### config.mk
export PLATFORM = sky130hd
export DESIGN_NAME = rst_sequencer
export DESIGN_NICKNAME = d
export VERILOG_FILES = /design/src/rtl/rst_sequencer.sv
export SDC_FILE = /design/constraint.sdc
export NUM_CORES = 1
export LEC_CHECK = 0
export CAP_MARGIN = 5
export CORE_MARGIN = 4
export CORE_UTILIZATION = 50
export DETAILED_ROUTE_END_ITERATION = 8
export GPL_TIMING_DRIVEN = 0
export PLACE_DENSITY = 0.74
export SLEW_MARGIN = 25
export SYNTH_ARGS = -nofsm -noshare
export SYNTH_HDL_FRONTEND = slang
export SYNTH_SLANG_ARGS = --single-unit
### constraint.sdc
create_clock -name clk -period 3.8 [get_ports clk]
set_input_delay 0.76 -clock clk [delete_from_list [all_inputs] [get_ports clk]]
set_output_delay 0.76 -clock clk [all_outputs]
set_load 0.01 [all_outputs]
### src/rtl/rst_sequencer.sv
// Staged reset release with hold time, per-stage gaps and a debounced
// pushbutton that re-runs the whole release sequence.
module rst_sequencer #(
  parameter int HOLD_CYCLES = 16,
  parameter int STAGE_GAP   = 4,
  parameter int N_STAGES    = 3,
  parameter int DEBOUNCE    = 8
) (
  input  logic                clk,
  input  logic                rst,
  input  logic                btn,
  output logic [N_STAGES-1:0] rst_stage,
  output logic                busy,
  output logic                done,
  output logic [7:0]          btn_count
);

  typedef enum logic [1:0] {
    HOLD,
    STAGE,
    RUN
  } state_t;

  localparam logic [15:0] HOLD_LAST  = 16'(HOLD_CYCLES - 1);
  localparam logic [7:0]  GAP_LAST   = 8'(STAGE_GAP - 1);
  localparam logic [7:0]  DB_LAST    = 8'(DEBOUNCE - 1);
  localparam logic [3:0]  STAGE_LAST = 4'(N_STAGES - 1);
  localparam logic        ONE_STAGE  = (N_STAGES == 1);

  state_t              state;
  state_t              state_n;
  logic [15:0]         hold_cnt;
  logic [15:0]         hold_n;
  logic [7:0]          gap_cnt;
  logic [7:0]          gap_n;
  logic [3:0]          stage_cnt;
  logic [3:0]          stage_n;
  logic [N_STAGES-1:0] rst_stage_n;
  logic                done_n;
  logic [7:0]          btn_count_n;

  logic       s1;
  logic       s2;
  logic       deb;
  logic       press;
  logic [7:0] db_cnt;
  logic       db_flip;

  assign db_flip = (s2 != deb) && (db_cnt == DB_LAST);

  // press is a registered 0->1 event of the debounced button
  always_ff @(posedge clk) begin
    if (rst) begin
      s1     <= 1'b0;
      s2     <= 1'b0;
      deb    <= 1'b0;
      db_cnt <= '0;
      press  <= 1'b0;
    end else begin
      s1    <= btn;
      s2    <= s1;
      press <= db_flip & ~deb;
      if (s2 == deb || db_flip) begin
        db_cnt <= '0;
      end else begin
        db_cnt <= db_cnt + 8'd1;
      end
      if (db_flip) begin
        deb <= ~deb;
      end
    end
  end

  always_ff @(posedge clk) begin
    if (rst) begin
      state     <= HOLD;
      hold_cnt  <= '0;
      gap_cnt   <= '0;
      stage_cnt <= '0;
      rst_stage <= '1;
      busy      <= 1'b1;
      done      <= 1'b0;
      btn_count <= '0;
    end else begin
      state     <= state_n;
      hold_cnt  <= hold_n;
      gap_cnt   <= gap_n;
      stage_cnt <= stage_n;
      rst_stage <= rst_stage_n;
      busy      <= |rst_stage_n;
      done      <= done_n;
      btn_count <= btn_count_n;
    end
  end

  // a press overrides any release or done due on the same edge
  always_comb begin
    state_n     = state;
    hold_n      = hold_cnt;
    gap_n       = gap_cnt;
    stage_n     = stage_cnt;
    rst_stage_n = rst_stage;
    done_n      = 1'b0;
    btn_count_n = btn_count;
    if (press) begin
      state_n     = HOLD;
      hold_n      = '0;
      gap_n       = '0;
      stage_n     = '0;
      rst_stage_n = '1;
      if (btn_count != 8'hFF) begin
        btn_count_n = btn_count + 8'd1;
      end
    end else begin
      unique case (state)
        HOLD: begin
          if (hold_cnt == HOLD_LAST) begin
            rst_stage_n[0] = 1'b0;
            stage_n        = 4'd1;
            gap_n          = '0;
            state_n        = ONE_STAGE ? RUN : STAGE;
            done_n         = ONE_STAGE;
          end else begin
            hold_n = hold_cnt + 16'd1;
          end
        end
        STAGE: begin
          if (gap_cnt == GAP_LAST) begin
            for (int i = 0; i < N_STAGES; i++) begin
              if (4'(i) == stage_cnt) begin
                rst_stage_n[i] = 1'b0;
              end
            end
            stage_n = stage_cnt + 4'd1;
            gap_n   = '0;
            if (stage_cnt == STAGE_LAST) begin
              state_n = RUN;
              done_n  = 1'b1;
            end
          end else begin
            gap_n = gap_cnt + 8'd1;
          end
        end
        RUN: begin
          rst_stage_n = '0;
        end
        default: begin
          state_n = HOLD;
        end
      endcase
    end
  end

endmodule

==> impl_metrics.ini, run 1 <==
[power]
cellLeakagePower_nw = 1.07
seq_power_share_pct = 47.0
p_per_area_nw_per_um2 = 466
internal-power_uw = 923
ir_worst_vdd_mv = 0.295
comb_power_share_pct = 29.7
switching_share_pct = 34.0
p_clk_share_pct = 23.3
power_switching_uw = 475

[clock_tree]
cts_tree = yes
numCtsBuffers = 5
htreeDepth = 2
clk_latency_ns = 0.31
root_buffer = clkbuf_8
clk_pin_slew_worst_paths_ns = 0.10
clk_path_buf_depth = 2
ctsHoldBuffers = 0
clock-sinks = 55
post_cts_buffers = 0
post_cts_resize_count = 0

[critical_path]
arrival_ns = 2.80
criticalPathCategory = in2reg
r2r_start = hold_cnt[8]
cp_common_cell = clkbuf_1
path_buf_inv = 4
path_cells = clkdlybuf4s50_1 -> or2_2 -> clkbuf_1 -> clkbuf_1 -> clkbuf_1 -> nor2_1
startpoint_type = input pin
r2r_slack_ns = 1.37
timing.critical_path.fanout_max = 10
r2r-end = stage_cnt[0]
path_delay_family = buffers and inverters
cpMaxStageDelayCell = clkdlybuf4s50_1
slowest_delay_ns = 0.65
cp.required_ns = 3.99
cp-end-kind = flop
reg2reg_depth = 6

[global_routing]
grt_max_degree = 19
overflow = 0
grt_pass1_wl_um = 9220
grt_usage_pct = 17.5
grt_pass1_vias = 2080
antenna_found_initial = 0

[drt]
wl_per_cell_um = 13.2
via_per_inst = 5.62
detail-route-antenna-nets = 0
drc_errors = 0
drt-total-wl_um = 5200
first_pass_iters = 4
vias = 2218
first_iter_violations = 158

[synthesis]
synthMuxAreaShare_pct = 1.13
yosysTopAreaCell = dfxtp_1
ys_types = 48
syn_nets = 318
synth_top_family_by_area = simple AND/OR/NAND/NOR gates
yosysSeqAreaShare_pct = 41.5
ys_top_cells_by_area = dfxtp_1 (41%), ha_1 (6.1%), nor2_1 (4.2%)
synth-compound-area-share_pct = 16.8
synth_flop_cell = dfxtp_1
yosys.area.top_type_share_pct = 41.5
async_flop_share_pct = 0
synth_cells = 302
synth_adder_area_share_pct = 6.12
syn_area_per_cell_um2 = 8.80
synth_common_cells = dfxtp_1 (55), nor2_1 (30), nand2_1 (26)
synth_area_um2 = 2660
synthXorXnorAreaFrac_pct = 6.26
yosysMostFrequentCell = dfxtp_1
synth-seq-cells = 55
synth_warnings = 0
yosys.area_share.simple_pct = 24.7
synth_edf_count = 0

[floorplan]
rows = 26
dieHeight_um = 80.9
dieArea_um2 = 6540
pin_count = 16
core_area_um2 = 5140
die_x_um = 80.9
start_util_pct = 51.7

[worst_hold_path]
whs_endpoint = db_cnt[0]
hold_path_class = reg2reg
min-delay-start = db_cnt[0]
hold_depth = 1

[sta]
slew_violations = 0
fin_crit_sh_pct = 68.8
fin_crit_ns = 2.61
max_freq_ghz = 0.383
hold-worst-slack_ns = 0.453
relSlewSlack_pct = 49.0
finalSetupViolations = 0
finalHoldViolations = 0
clock-skew-final_ns = 0.0104
grt_setup_unrepaired = false
tightest_slew_ns = 0.763
fin_tns_setup_ns = 0

[job]
cap_violations = 0

[placed_design]
place_congestion = 0.820
io_buffers = 15
dpl.hpwl_um = 3760
placed_cells = 387

[layout]
fin_cells = 395
layout-drive-gt1-share_pct = 5.23
final_nets = 340
num_antenna_cells = 0
areaGrowthSynthToFinish_pct = 12.9
multi_input_area_um2 = 1470
fin_util_pct = 58.3
nFillCells = 501
register_area_um2 = 1100

[outcome]
outcome = finished clean
==> cell usage in the layout (no fill, tap or decap), types with 7 or more instances in the layout <==
cell type and n:
nand2_1 26, nor3_1 8, inv_1 10, a21oi_1 14
nor2_1 30, xnor2_1 7, dfxtp_1 55, xor2_1 12
or3_1 7, a22o_1 7, ha_1 13, clkdlybuf4s50_1 15
clkbuf_1 9, nand3_1 16, o21ai_0 14
==> power by group through the flow <==
stage | Clock (mW) | Combinational [mW] | Sequential (mW)
6_report | 0.326 | 0.415 | 0.657
5_1_grt | 0.360 | 0.468 | 0.665
4_1_cts | 0.338 | 0.414 | 0.656
3_5_place_dp | 0 | 0.411 | 0.668
3_3_place_gp | 0 | 0.407 | 0.667
2_1_floorplan | 0 | 0.302 | 0.666
==> state kept, by name, indices dropped and copies added, names as in the netlist <==
signal	count
busy	1
db_cnt	8
btn_count	8
gap_cnt	8
deb	1
stage_cnt	4
hold_cnt	16
done	1
state	2
s1	1
press	1
s2	1
rst_stage	3
==> final cells by class <==
class	count	area share, %
buffer	12	1.92
clock buffer	5	2.29
clock inverter	3	0.793
inverter	10	1.25
multi-input combinational	225	49.1
sequential	55	36.7
tap	70	2.92
timing repair buffer	15	5.01
==> worst register-to-register path, delay by kind of cell, from the launching register on <==
kind | cells | cell delay [ns]
AO/OA/AOI/OAI | 3 | 0.92
AND/OR/NAND/NOR | 1 | 0.56
buffers and inverters | 2 | 0.51
flip-flops | 1 | 0.35
==> through the flow <==
step           worst slack (ns)  total power [mW]  area (um^2)
2_1_floorplan              1.73             0.969         2660
3_3_place_gp              0.875              1.07         2890
3_5_place_dp              0.867              1.08         2890
4_1_cts                    1.20              1.41         2990
5_1_grt                    1.07              1.49         3000
6_report                   1.19              1.40         3000
==> metal layers <==
layer	global-route usage (%)	routed length, um
met5	0	0
met4	5.07	44
met3	3.77	203
met2	27.3	2320
met1	24.2	2630
==> how the worst max path moves through the flow <==
stage | startpoint | cells past startpoint | slack [ns] | to
after CTS | rst | 6 | 1.20 | hold_cnt[10]
after detailed placement | rst | 6 | 0.87 | hold_cnt[0]
after global placement | rst | 6 | 0.88 | hold_cnt[6]
after global routing | rst | 6 | 1.07 | hold_cnt[10]
final | rst | 6 | 1.19 | hold_cnt[10]
after floorplan | gap_cnt[0] | 5 | 1.73 | stage_cnt[2]
==> logic make-up (layout without fill, tap and decap cells) <==
family | Yosys count | in the layout
AO/OA/AOI/OAI | 65 | 65
XOR/XNOR | 19 | 19
adder cells (fa/ha/maj) | 13 | 13
buffers and inverters | 22 | 45
flip-flops | 55 | 55
multiplexers | 3 | 3
AND/OR/NAND/NOR | 125 | 125
Power figures use the tool's default switching activity.
==> inputs of run 2 (changes only) <==
Clock period 3.8 ns to 2.6 ns, I/O delays scaled along.
==> impl_metrics.ini, run 2 (synthesized netlist as in run 1, its figures left out) <==
[layout]
layout-drive-gt1-share_pct = 5.54
num_antenna_cells = 0
fin_util_pct = 58.5
final_common_cell = dfxtp_1
regMostFlops = hold_cnt
largest_register_ffs = 16
areaGrowthSynthToFinish_pct = 13.2
final_cell_mix = dfxtp_1 (55), nor2_1 (30), nand2_1 (26)
nFillCells = 501
final_nets = 340

[clock_tree]
numCtsBuffers = 5
ctsHoldBuffers = 0
clk_pin_slew_worst_paths_ns = 0.11
cts_tree = yes
clk_path_buf_depth = 2
root_buffer = clkbuf_8
htreeDepth = 2
post_cts_buffers = 0
post_cts_resize_count = 0
clk_latency_ns = 0.31
clock-sinks = 55

[placed_design]
io_buffers = 15
place_congestion = 0.820
dp_slack_ns = -0.0931
dpl.hpwl_um = 3760

[critical_path]
criticalPathCategory = in2reg
startpoint_type = input pin
cp-end-kind = flop
arrival_ns = 2.52
path_cells = clkdlybuf4s50_1 -> or2_2 -> clkbuf_1 -> clkbuf_1 -> clkbuf_1 -> nor2_1
slowest_delay_ns = 0.64
cp_common_cell = clkbuf_1
timing.critical_path.fanout_max = 10
cp.required_ns = 2.79
cpMaxStageDelayCell = clkdlybuf4s50_1

[power]
switching_share_pct = 34.1
cellLeakagePower_nw = 1.08
p_per_area_nw_per_um2 = 683
internal-power_mw = 1.35
power_switching_uw = 700
comb_power_share_pct = 29.8
seq_power_share_pct = 46.8
ir_worst_vdd_mv = 0.432
p_clk_share_pct = 23.4

[drt]
vias = 2217
first_iter_violations = 153
detail-route-antenna-nets = 0
wl_per_cell_um = 13.2
via_per_inst = 5.61
drt-total-wl_um = 5220
first_pass_iters = 5
drc_errors = 0

[sta]
finalSetupViolations = 0
fin_crit_ns = 2.33
max_freq_ghz = 0.429
clock-skew-final_ns = 0.0118
finalHoldViolations = 0
grt_setup_unrepaired = false
slew_violations = 0
relSlewSlack_pct = 49.1
layout_setup_ws_ns = 0.269
hold-worst-slack_ns = 0.452
tightest_slew_ns = 0.761
fin_tns_setup_ns = 0
fin_crit_sh_pct = 89.6

[floorplan]
core_area_um2 = 5140
dieHeight_um = 80.9
die_x_um = 80.9
start_util_pct = 51.7
dieArea_um2 = 6540
rows = 26
pin_count = 16

[global_routing]
grt_max_degree = 19
antenna_found_initial = 0
grt_usage_pct = 17.5
overflow = 0
grt_pass1_wl_um = 9220
grt_pass1_vias = 2080

[outcome]
outcome = finished clean

[worst_hold_path]
hold_path_class = reg2reg

[job]
cap_violations = 0
run 2: final cells by class:
type	count	area, um^2	share of cell area, %
clock buffers	5	68.8	2.29
plain buffers	12	57.6	1.91
clock inverters	3	23.8	0.791
repair buffers	15	150	4.99
multi-input cells	225	1480	49.2
well taps	70	87.6	2.91
flip-flops and latches	55	1100	36.6
inverters	10	37.5	1.25
run 2: final timing paths:
kind,from,end,slack [ns],depth (start not counted)
hold / removal,db_cnt[0],db_cnt[0],0.45,1
setup reg to reg,hold_cnt[0],stage_cnt[0],0.33,7
setup / recovery,rst,hold_cnt[10],0.27,6
hold reg to reg,db_cnt[0],db_cnt[0],0.45,1
run 2: worst max-delay path, delay by kind of cell:
family | cells | cell delay (ns)
simple gates | 2 | 0.26
buf+inv | 4 | 1.74
run 2: per-stage QoR:
stage                     total power [mW]  area (um^2)  instances
after CTS                             2.06         2990        395
after detailed placement              1.58         2890        387
after global routing                  2.19         3010        395
after global placement                1.57         2890        387
after floorplan                       1.42         2660        302
final                                 2.05         3010        395
run 2: power by group through the flow:
stage	Sequential [mW]	Clock (mW)	Combinational (mW)
after floorplan	0.974	0	0.442
after global placement	0.975	0	0.594
after detailed placement	0.976	0	0.600
after CTS	0.958	0.494	0.605
after global routing	0.972	0.526	0.690
final	0.960	0.481	0.612
run 2: layer usage:
| metal | vias up | share of wire (%) | track usage [%] |
|---|---|---|---|
| met3 | 6 | 3.9 | 3.77 |
| met5 | - | 0 | 0 |
| met4 | 0 | 1.1 | 5.07 |
| met1 | 1021 | 51 | 24.2 |
| met2 | 44 | 45 | 27.3 |
| li1 | 1146 | - | - |
